File: src/rtl/alu_pkg.sv
// Shared definitions for the sequential ALU: opcodes, FSM encoding and
// the shift-op classifier used by both the top level and the shifter.
package alu_pkg;

  localparam logic [2:0] OP_ADD = 3'b000;
  localparam logic [2:0] OP_SUB = 3'b001;
  localparam logic [2:0] OP_OR  = 3'b010;
  localparam logic [2:0] OP_AND = 3'b011;
  localparam logic [2:0] OP_SLL = 3'b100;
  localparam logic [2:0] OP_SRL = 3'b101;
  localparam logic [2:0] OP_SRA = 3'b110;
  localparam logic [2:0] OP_SLT = 3'b111;

  typedef enum logic {
    ST_IDLE  = 1'b0,
    ST_SHIFT = 1'b1
  } state_e;

  function automatic logic is_shift_op(input logic [2:0] op);
    return (op == OP_SLL) || (op == OP_SRL) || (op == OP_SRA);
  endfunction

endpackage

File: src/rtl/seq_alu_if.sv
// Operand-issue and result-writeback bundle for seq_alu.
// Handshake: a beat transfers on a rising edge where valid && ready; the
// sender holds payload stable while valid && !ready, and valid never
// depends on ready.
interface seq_alu_if #(parameter int WIDTH = 32);

  logic             in_valid;
  logic             in_ready;
  logic [WIDTH-1:0] in_a;
  logic [WIDTH-1:0] in_b;
  logic [2:0]       op;
  logic             out_valid;
  logic             out_ready;
  logic [WIDTH-1:0] out_ans;
  logic             out_zero;
  logic             out_carry;
  logic             out_ovf;

  modport master (
    output in_valid, in_a, in_b, op, out_ready,
    input  in_ready, out_valid, out_ans, out_zero, out_carry, out_ovf
  );

  modport slave (
    input  in_valid, in_a, in_b, op, out_ready,
    output in_ready, out_valid, out_ans, out_zero, out_carry, out_ovf
  );

endinterface

File: src/rtl/alu_iter_shifter.sv
// One-bit-per-cycle shifter: start latches value/op/amount, each step
// shifts once; done flags the final step, with result_o the shifted word.
module alu_iter_shifter
  import alu_pkg::*;
#(
  parameter int WIDTH = 32,
  parameter int SHW   = $clog2(WIDTH)
) (
  input  logic             clk,
  input  logic             reset_n,
  input  logic             start_i,
  input  logic             step_i,
  input  logic [2:0]       op_i,
  input  logic [WIDTH-1:0] val_i,
  input  logic [SHW-1:0]   amt_i,
  output logic             done_o,
  output logic [WIDTH-1:0] result_o
);

  logic [WIDTH-1:0] work_q, work_d, shifted;
  logic [SHW-1:0]   cnt_q, cnt_d;
  logic [2:0]       op_q, op_d;

  always_comb begin
    shifted = work_q;
    case (op_q)
      OP_SLL:  shifted = {work_q[WIDTH-2:0], 1'b0};
      OP_SRL:  shifted = {1'b0, work_q[WIDTH-1:1]};
      OP_SRA:  shifted = {work_q[WIDTH-1], work_q[WIDTH-1:1]};
      default: shifted = work_q;
    endcase
  end

  always_comb begin
    work_d = work_q;
    cnt_d  = cnt_q;
    op_d   = op_q;
    if (start_i) begin
      work_d = val_i;
      cnt_d  = amt_i;
      op_d   = op_i;
    end else if (step_i) begin
      work_d = shifted;
      cnt_d  = cnt_q - SHW'(1);
    end
  end

  always_ff @(posedge clk or negedge reset_n) begin
    if (!reset_n) begin
      work_q <= '0;
      cnt_q  <= '0;
      op_q   <= OP_SLL;
    end else begin
      work_q <= work_d;
      cnt_q  <= cnt_d;
      op_q   <= op_d;
    end
  end

  // The last step is the one that starts with one shift remaining.
  assign done_o   = step_i && (cnt_q == SHW'(1));
  assign result_o = shifted;

endmodule

File: src/rtl/seq_alu.sv
// Handshaked WIDTH-bit ALU: single-cycle arithmetic/logic ops with a
// registered result, and iterative shifts driven through alu_iter_shifter.
module seq_alu
  import alu_pkg::*;
#(
  parameter int WIDTH = 32
) (
  input  logic   clk,
  input  logic   reset_n,
  seq_alu_if.slave bus,
  output logic   busy,
  output state_e state_o
);

  localparam int SHW = $clog2(WIDTH);
  localparam int MSB = WIDTH - 1;

  state_e           state_q, state_d;
  logic [WIDTH-1:0] ans_q, ans_d;
  logic             valid_q, valid_d;
  logic             zero_q, zero_d, carry_q, carry_d, ovf_q, ovf_d;

  logic             accept, start_shift, sh_done;
  logic [WIDTH-1:0] sh_result;
  logic [SHW-1:0]   shamt;
  logic [WIDTH:0]   sum, diff;
  logic [WIDTH-1:0] alu_ans;
  logic             alu_carry, alu_ovf;

  assign shamt        = bus.in_b[SHW-1:0];
  assign bus.in_ready = (state_q == ST_IDLE) && (!valid_q || bus.out_ready);
  assign accept       = bus.in_valid && bus.in_ready;

  always_comb begin
    sum       = {1'b0, bus.in_a} + {1'b0, bus.in_b};
    diff      = {1'b0, bus.in_a} - {1'b0, bus.in_b};
    alu_ans   = bus.in_a;
    alu_carry = 1'b0;
    alu_ovf   = 1'b0;
    case (bus.op)
      OP_ADD: begin
        alu_ans   = sum[MSB:0];
        alu_carry = sum[WIDTH];
        alu_ovf   = (bus.in_a[MSB] == bus.in_b[MSB]) && (sum[MSB] != bus.in_a[MSB]);
      end
      OP_SUB: begin
        alu_ans   = diff[MSB:0];
        alu_carry = diff[WIDTH];
        alu_ovf   = (bus.in_a[MSB] != bus.in_b[MSB]) && (diff[MSB] != bus.in_a[MSB]);
      end
      OP_OR:   alu_ans = bus.in_a | bus.in_b;
      OP_AND:  alu_ans = bus.in_a & bus.in_b;
      OP_SLT:  alu_ans = {{(WIDTH-1){1'b0}}, ($signed(bus.in_a) < $signed(bus.in_b))};
      // Zero-amount shifts fall through here and return in_a.
      default: alu_ans = bus.in_a;
    endcase
  end

  always_comb begin
    state_d     = state_q;
    start_shift = 1'b0;
    valid_d     = valid_q && !bus.out_ready;
    ans_d       = ans_q;
    zero_d      = zero_q;
    carry_d     = carry_q;
    ovf_d       = ovf_q;
    case (state_q)
      ST_IDLE: begin
        if (accept) begin
          if (is_shift_op(bus.op) && (shamt != '0)) begin
            start_shift = 1'b1;
            state_d     = ST_SHIFT;
          end else begin
            valid_d = 1'b1;
            ans_d   = alu_ans;
            zero_d  = (alu_ans == '0);
            carry_d = alu_carry;
            ovf_d   = alu_ovf;
          end
        end
      end
      ST_SHIFT: begin
        if (sh_done) begin
          valid_d = 1'b1;
          ans_d   = sh_result;
          zero_d  = (sh_result == '0);
          carry_d = 1'b0;
          ovf_d   = 1'b0;
          state_d = ST_IDLE;
        end
      end
      default: state_d = ST_IDLE;
    endcase
  end

  always_ff @(posedge clk or negedge reset_n) begin
    if (!reset_n) begin
      state_q <= ST_IDLE;
      valid_q <= 1'b0;
      ans_q   <= '0;
      zero_q  <= 1'b0;
      carry_q <= 1'b0;
      ovf_q   <= 1'b0;
    end else begin
      state_q <= state_d;
      valid_q <= valid_d;
      ans_q   <= ans_d;
      zero_q  <= zero_d;
      carry_q <= carry_d;
      ovf_q   <= ovf_d;
    end
  end

  alu_iter_shifter #(.WIDTH(WIDTH), .SHW(SHW)) u_shifter (
    .clk      (clk),
    .reset_n  (reset_n),
    .start_i  (start_shift),
    .step_i   (state_q == ST_SHIFT),
    .op_i     (bus.op),
    .val_i    (bus.in_a),
    .amt_i    (shamt),
    .done_o   (sh_done),
    .result_o (sh_result)
  );

  assign bus.out_valid = valid_q;
  assign bus.out_ans   = ans_q;
  assign bus.out_zero  = zero_q;
  assign bus.out_carry = carry_q;
  assign bus.out_ovf   = ovf_q;
  assign busy          = (state_q == ST_SHIFT);
  assign state_o       = state_q;

endmodule

File: src/flat_wrapper.sv
// flat-port wrapper written by rule: the top's interface ports become plain ports
module seq_alu_flat import alu_pkg::*;
#(
  parameter int WIDTH = 32
)
  (clk, reset_n, busy, state_o, bus_in_valid, bus_in_a, bus_in_b, bus_op, bus_out_ready, bus_in_ready, bus_out_valid, bus_out_ans, bus_out_zero, bus_out_carry, bus_out_ovf);
  seq_alu_if #(.WIDTH(WIDTH)) bus_i ();
  input  logic clk;
  input  logic reset_n;
  output logic busy;
  output state_e state_o;
  input wire logic [$bits(bus_i.in_valid)-1:0] bus_in_valid;
  input wire logic [$bits(bus_i.in_a)-1:0] bus_in_a;
  input wire logic [$bits(bus_i.in_b)-1:0] bus_in_b;
  input wire logic [$bits(bus_i.op)-1:0] bus_op;
  input wire logic [$bits(bus_i.out_ready)-1:0] bus_out_ready;
  output wire logic [$bits(bus_i.in_ready)-1:0] bus_in_ready;
  output wire logic [$bits(bus_i.out_valid)-1:0] bus_out_valid;
  output wire logic [$bits(bus_i.out_ans)-1:0] bus_out_ans;
  output wire logic [$bits(bus_i.out_zero)-1:0] bus_out_zero;
  output wire logic [$bits(bus_i.out_carry)-1:0] bus_out_carry;
  output wire logic [$bits(bus_i.out_ovf)-1:0] bus_out_ovf;
  assign bus_i.in_valid = bus_in_valid;
  assign bus_i.in_a = bus_in_a;
  assign bus_i.in_b = bus_in_b;
  assign bus_i.op = bus_op;
  assign bus_i.out_ready = bus_out_ready;
  assign bus_in_ready = bus_i.in_ready;
  assign bus_out_valid = bus_i.out_valid;
  assign bus_out_ans = bus_i.out_ans;
  assign bus_out_zero = bus_i.out_zero;
  assign bus_out_carry = bus_i.out_carry;
  assign bus_out_ovf = bus_i.out_ovf;
  seq_alu #(.WIDTH(WIDTH)) u_core (.clk(clk), .reset_n(reset_n), .bus(bus_i), .busy(busy), .state_o(state_o));
endmodule
File: config.mk
export PLATFORM = sky130hd
export DESIGN_NAME = seq_alu_flat
export DESIGN_NICKNAME = d
export VERILOG_FILES = /design/src/rtl/alu_pkg.sv /design/src/rtl/seq_alu_if.sv /design/src/rtl/alu_iter_shifter.sv /design/src/rtl/seq_alu.sv /design/src/flat_wrapper.sv
export SDC_FILE = /design/constraint.sdc
export NUM_CORES = 1
export LEC_CHECK = 0
export CELL_PAD_IN_SITES_DETAIL_PLACEMENT = 1
export CELL_PAD_IN_SITES_GLOBAL_PLACEMENT = 1
export CORE_MARGIN = 2
export CORE_UTILIZATION = 40
export CTS_CLUSTER_SIZE = 14
export DETAILED_ROUTE_END_ITERATION = 12
export PLACE_DENSITY = 0.81
export SYNTH_ARGS = -nofsm -noshare
export SYNTH_HDL_FRONTEND = slang
export SYNTH_HIERARCHICAL = 1
export SYNTH_SLANG_ARGS = --single-unit
File: constraint.sdc
create_clock -name clk -period 5.25 [get_ports clk]
set_input_delay 1.05 -clock clk [delete_from_list [all_inputs] [get_ports clk]]
set_output_delay 1.05 -clock clk [all_outputs]
set_load 0.02 [all_outputs]
## After elaboration in Yosys (flattened, before gate mapping)

Cells that the tools add are included.

| cells by class | value |
|---|---|
| add/subtract/negate cells | 3 |
| $lt $le $gt $ge | 1 |
| equal/unequal tests | 18 |
| multiplexer cells | 32 |
| bitwise gates (word level) | 3 |
| reductions and logical operators | 18 |

Operators by type and width:

| kind | number |
|---|---|
| $mux W32 | 5 |
| $pmux W32 S5 | 1 |
| $pmux W32 S3 | 1 |
| $logic_not A32 Y1 | 2 |
| $pmux W32 S2 | 1 |
| $add A32 B32 Y33 | 1 |
| $sub A32 B32 Y33 | 1 |
| $and A32 B32 Y32 | 1 |
| $lt A32 B32 Y1 | 1 |
| $or A32 B32 Y32 | 1 |
| $eq A3 B3 Y1 const B | 7 |
| $mux W1 | 15 |
| $pmux W1 S2 | 7 |
| $mux W5 | 2 |
| $logic_and A1 B1 Y1 | 7 |
| $eq A3 B2 Y1 const B | 2 |
| $eq A5 B1 Y1 const B | 1 |
| $reduce_bool A5 Y1 | 1 |
| $sub A5 B1 Y5 const B | 1 |
| $ne A2 B2 Y1 const B | 2 |
| $eq A3 B1 Y1 const B | 1 |
| $logic_not A3 Y1 | 1 |
| $logic_or A1 B1 Y1 | 3 |
| $ne A1 B1 Y1 | 3 |
| other kinds (6) | 7 |

| storage, ports and cells | value |
|---|---|
| register bits | 77 |
| input bits | 71 |

## Logic depth before layout (Yosys ltp)

| depth | value |
|---|---|
| word-level depth | 8 |
| gate-level depth with buffers | 15 |
| depth with buffers taken out | 15 |

## Cells and area by module

Netlist, hierarchy kept.

Modules (own cells, without submodules):

| module | instances | cells each | area an instance (um^2) | sequential area each (um^2) |
|---|---|---|---|---|
| seq_alu | 1 | 1,072 | 7,587.3 | 925.9 |
| alu_iter_shifter | 1 | 394 | 3,528.4 | 1,002.2 |

## Worst setup path after synthesis

OpenSTA, ideal clock, no wires.

| timing | value |
|---|---|
| path kind | in2reg |
| start | input bus_in_a[0] |
| end | register u_core.zero_q (netlist: u_core/bus.out_zero) |
| data arrival time | 4.106 ns |
| slack | 1.048 ns |
| stages on the path | 15 |
| path buffers | 0 |
| path through | inv_1 > ha_1 > fa_1 > nor2_1 > o311ai_4 > a21oi_2 > nor3_1 > xor2_1 > a221oi_2 > nor2_1 > or4_1 > a2111o_1 > nor4b_2 > nand4_1 > o31ai_1 |

| between the ends | value |
|---|---|
| word-level cells in the longest chain between the ends | 6 |
| elaborated cells between the ends (all ways) | 10 |

Ends and longest elaborated chain:

| what | RTL line | source |
|---|---|---|
| start: declaration | flat_wrapper.sv:13 | `input wire logic [$bits(bus_i.in_a)-1:0] bus_in_a;` |
| $sub A32 B32 Y33, or another cell as far along | seq_alu.sv:36 | `diff = {1'b0, bus.in_a} - {1'b0, bus.in_b};` |
| $pmux W32 S5 * | seq_alu.sv:40 | `case (bus.op)` |
| $logic_not A32 Y1 * | seq_alu.sv:76 | `zero_d = (alu_ans == '0);` |
| $mux W1 * | seq_alu.sv:70 | `if (is_shift_op(bus.op) && (shamt != '0)) begin` |
| $mux W1 * | seq_alu.sv:69 | `if (accept) begin` |
| $pmux W1 S2 * | seq_alu.sv:67 | `case (state_q)` |
| end signal: assignment | seq_alu.sv:108 | `zero_q <= zero_d;` |
| end: declaration | seq_alu.sv:21 | `logic zero_q, zero_d, carry_q, carry_d, ovf_q, ovf_d;` |

Every way passes the cells marked *; elsewhere a longest branch is shown, timed or not. The select of a mux whose other input is x is not followed.
A chain may end at the register's enable or synchronous reset.

## Worst setup path in the final report

| timing | value |
|---|---|
| start | input bus_in_b[5] |
| end | register u_core.zero_q (netlist: u_core/bus.out_zero) |

| between the ends | value |
|---|---|
| word-level cells in the longest chain between the ends | 6 |
| elaborated cells between the ends (all ways) | 10 |

Ends and longest elaborated chain:

| what | RTL line | source |
|---|---|---|
| start: declaration | flat_wrapper.sv:14 | `input wire logic [$bits(bus_i.in_b)-1:0] bus_in_b;` |
| $sub A32 B32 Y33, or another cell as far along | seq_alu.sv:36 |  |
| $pmux W32 S5 * | seq_alu.sv:40 |  |
| $logic_not A32 Y1 * | seq_alu.sv:76 |  |
| $mux W1 * | seq_alu.sv:70 |  |
| $mux W1 * | seq_alu.sv:69 |  |
| $pmux W1 S2 * | seq_alu.sv:67 |  |

Marks and branches as above.

==> impl_metrics.ini <==
[floorplanning]
row_count = 61
ios = 110
core_mm2 = 0.0276
start_util_pct = 40.3
dieArea_mm2 = 0.0291
fp.dieW_um = 171
dieHeight_um = 171

[setup_path]
startpoint_type = input port
required_ns = 5.49
cp.arrival_ns = 5.22
crit_type = input port to flip-flop
path_max_fanout = 5
worstSetupEndpointType = flip-flop

[cts]
cts_tree = done
numCtsBuffers = 9
clkLatencyLatePin_ns = 0.34
htree_levels = 3
clockBufferDepth = 2
cts_setup_buffers = 0
clock-root-buffer = clkbuf_16
clkTransAtPathRegs_ns = 0.06
cts_sinks = 77
cts_hold_buf = 0
cts_resized = 0

[logic_synthesis]
ys_seq_elements = 77
synth_common_cells = nor2_1 (119), nand2_1 (115), ha_1 (113)
yosysWarningCount = 6
avgSynthCellArea_um2 = 7.58
syn_inst = 1466
synth_edf_count = 0
netlist.area_leader.share_pct = 17.1
synth.top_cells.by_area = dfrtp_1 (17%), ha_1 (13%), a21oi_1 (5.0%), o21ai_0 (4.2%), a31oi_1 (4.1%)
syn_nets = 1652
yosysTopAreaCell = dfrtp_1
yosysUniqueCellTypes = 96
async_reset_ff_share_pct = 100
synthFlopType = dfrtp_1
yosysSeqAreaShare_pct = 17.3
syn_area_mm2 = 0.0111
synthMostInstantiatedCell = nor2_1

[timing]
hold_viol_final = 0
final.period_utilization_pct = 95.0
setup_ws_ns = 0.265
rsz0062_at_grt = no
setup_tns_ns = 0
finalClockSkew_ns = 0.0100
fmax_mhz = 201
relSlewSlack_pct = 30.3
setup_viol = 0
maxSlewViolCount = 0
worst_pin_slew_ns = 1.05
period_needed_ns = 4.98

[global_route]
grt_max_degree = 65
grt_pass1_wl_mm = 74.1
globalRouteTotalUtil_pct = 32.9
antenna_found_initial = 0
grt_pass1_vias = 12600
grt_overflow_total = 0

[place]
port-buffer-count = 109
gp_congestion = 0.984
pre_cts_slack_ns = 0.00219
dpl.hpwl_mm = 37.3

[power]
power_density_mw_per_mm2 = 423
leakagePower_uw = 0.00586
ir_drop_uv = 234

[outcome]
status = finished clean

[route]
drc = 0
vias = 12300
ant_nets = 0
wl_per_cell_um = 24.2
routed_wl_mm = 47.9
drt-pass1-iter-count = 6
avgViaCountPerCell = 6.21
drtIter0Drc = 1335

[final_layout]
area_growth_pct = 20.0
drive_gt1_share_pct = 14.4
nNetsFinal = 1784
diodes = 0

[flow_run]
drv_cap = 0

[min_path]
worstHoldPathType = flip-flop to flip-flop
[per-stage QoR]
| step | area (um^2) | total power (uW) | utilization [%] | instances | hold WS (ns) |
|---|---|---|---|---|---|
| after floorplan | 11100 | 3720 | - | 1466 | 0.546 |
| after global placement | 13100 | 4790 | 47.4 | 1965 | 0.456 |
| after detailed placement | 13100 | 4940 | 47.4 | 1965 | 0.470 |
| after CTS | 13300 | 5570 | 48.4 | 1981 | 0.483 |
| after global routing | 13300 | 5980 | 48.4 | 1981 | 0.518 |
| final | 13300 | 5640 | 48.4 | 1981 | 0.471 |
[sequential cells by signal, indices dropped and copies added (netlist names)]
signal and flops:
u_core/u_shifter/work_q 32, u_core/bus.out_zero 1, u_core/busy 1, u_core/bus.out_ans 32, u_core/bus.out_ovf 1, u_core/u_shifter/op_q 3
u_core/bus.out_carry 1, u_core/bus.out_valid 1, u_core/u_shifter/cnt_q 5
[routing by layer]
| layer | wire, um | global-route usage [%] | vias up |
|---|---|---|---|
| met4 | 1420 | 11.4 | 0 |
| met3 | 3750 | 2.91 | 85 |
| li1 | - | - | 5580 |
| met5 | 0 | 0 | - |
| met2 | 21900 | 53.0 | 569 |
| met1 | 20900 | 46.1 | 6059 |
[final timing paths]
check / from / endpoint / slack, ns / depth (start not counted)
max reg2reg: u_core/busy$_DFF_PN0_ / u_core/bus.out_zero$_DFFE_PN0P_ / 1.72 / 11
max: bus_in_b[5] / u_core/bus.out_zero$_DFFE_PN0P_ / 0.27 / 16
min in group asynchronous: reset_n / u_core/u_shifter/cnt_q[4]$_DFFE_PN0P_ / 0.76 / 1
max in group asynchronous: reset_n / u_core/u_shifter/work_q[17]$_DFFE_PN0P_ / 3.60 / 2
min: u_core/bus.out_ans[1]$_DFFE_PN0P_ / u_core/bus.out_ans[1]$_DFFE_PN0P_ / 0.47 / 2
min reg2reg: u_core/bus.out_ans[1]$_DFFE_PN0P_ / u_core/bus.out_ans[1]$_DFFE_PN0P_ / 0.47 / 2
[worst max-delay path, stage by stage]
cell and delay [ns]:
clkdlybuf4s50_1 0.51, inv_1 0.08, ha_1 0.38, inv_2 0.10, a2111oi_2 0.50, a211oi_1 0.18
buf_4 0.17, a211o_1 0.32, and4_1 0.23, or4_1 0.40, o21ai_1 0.11, xnor2_1 0.08
o221ai_1 0.50, and3_1 0.26, nand4_1 0.10, o31ai_1 0.25
[where the power goes]
group	internal [uW]	switching, uW
Clock	332	261
Combinational	1560	2130
Sequential	897	457
[cell type report]
| class | count | area, um^2 |
|---|---|---|
| Inverter | 105 | 394 |
| Tap cell | 378 | 473 |
| Clock inverter | 6 | 38.8 |
| Fill cell | 3387 | 14200 |
| Multi-Input combinational cell | 1178 | 8270 |
| Sequential cell | 77 | 1930 |
| Clock buffer | 10 | 239 |
| Timing Repair Buffer | 227 | 1990 |
[cells in the final DEF (no fill, tap or decap), types with 5 or more instances in the layout]
cell	count
o21ai_0	94
mux2_4	27
a211oi_1	14
and2b_1	13
clkdlybuf4s50_1	108
o31ai_1	43
or4_1	6
a31oi_1	73
nor2b_1	30
nand4_1	12
a221oi_1	11
o211ai_1	12
nand2b_1	45
buf_4	118
o21a_1	7
mux2_2	7
nand3_1	10
nor2_1	118
a22oi_1	5
a21o_1	14
inv_1	101
dfrtp_1	74
o22ai_1	10
nor4_1	17
mux2i_1	18
and3_1	35
nand2_1	115
a21oi_1	110
clkbuf_16	9
ha_1	113
o311ai_0	5
or3_1	6
a22o_1	5
a21oi_2	28
nor3_1	25
o21bai_1	9
xnor2_1	29
a221o_1	11
[cells by family (layout without fill, tap and decap cells)]
kind of cell             count (synthesis)  in the layout  synth area share, %
AO/OA/AOI/OAI                          517            517                 31.5
XOR/XNOR                                33             33                 2.60
adder cells (fa/ha/maj)                115            115                 13.1
buffers and inverters                  211            348                 8.42
flip-flops                              77             77                 17.3
multiplexers                            52             52                 5.98
AND/OR/NAND/NOR                        461            461                 21.1
(Power assumes the default switching activity.)
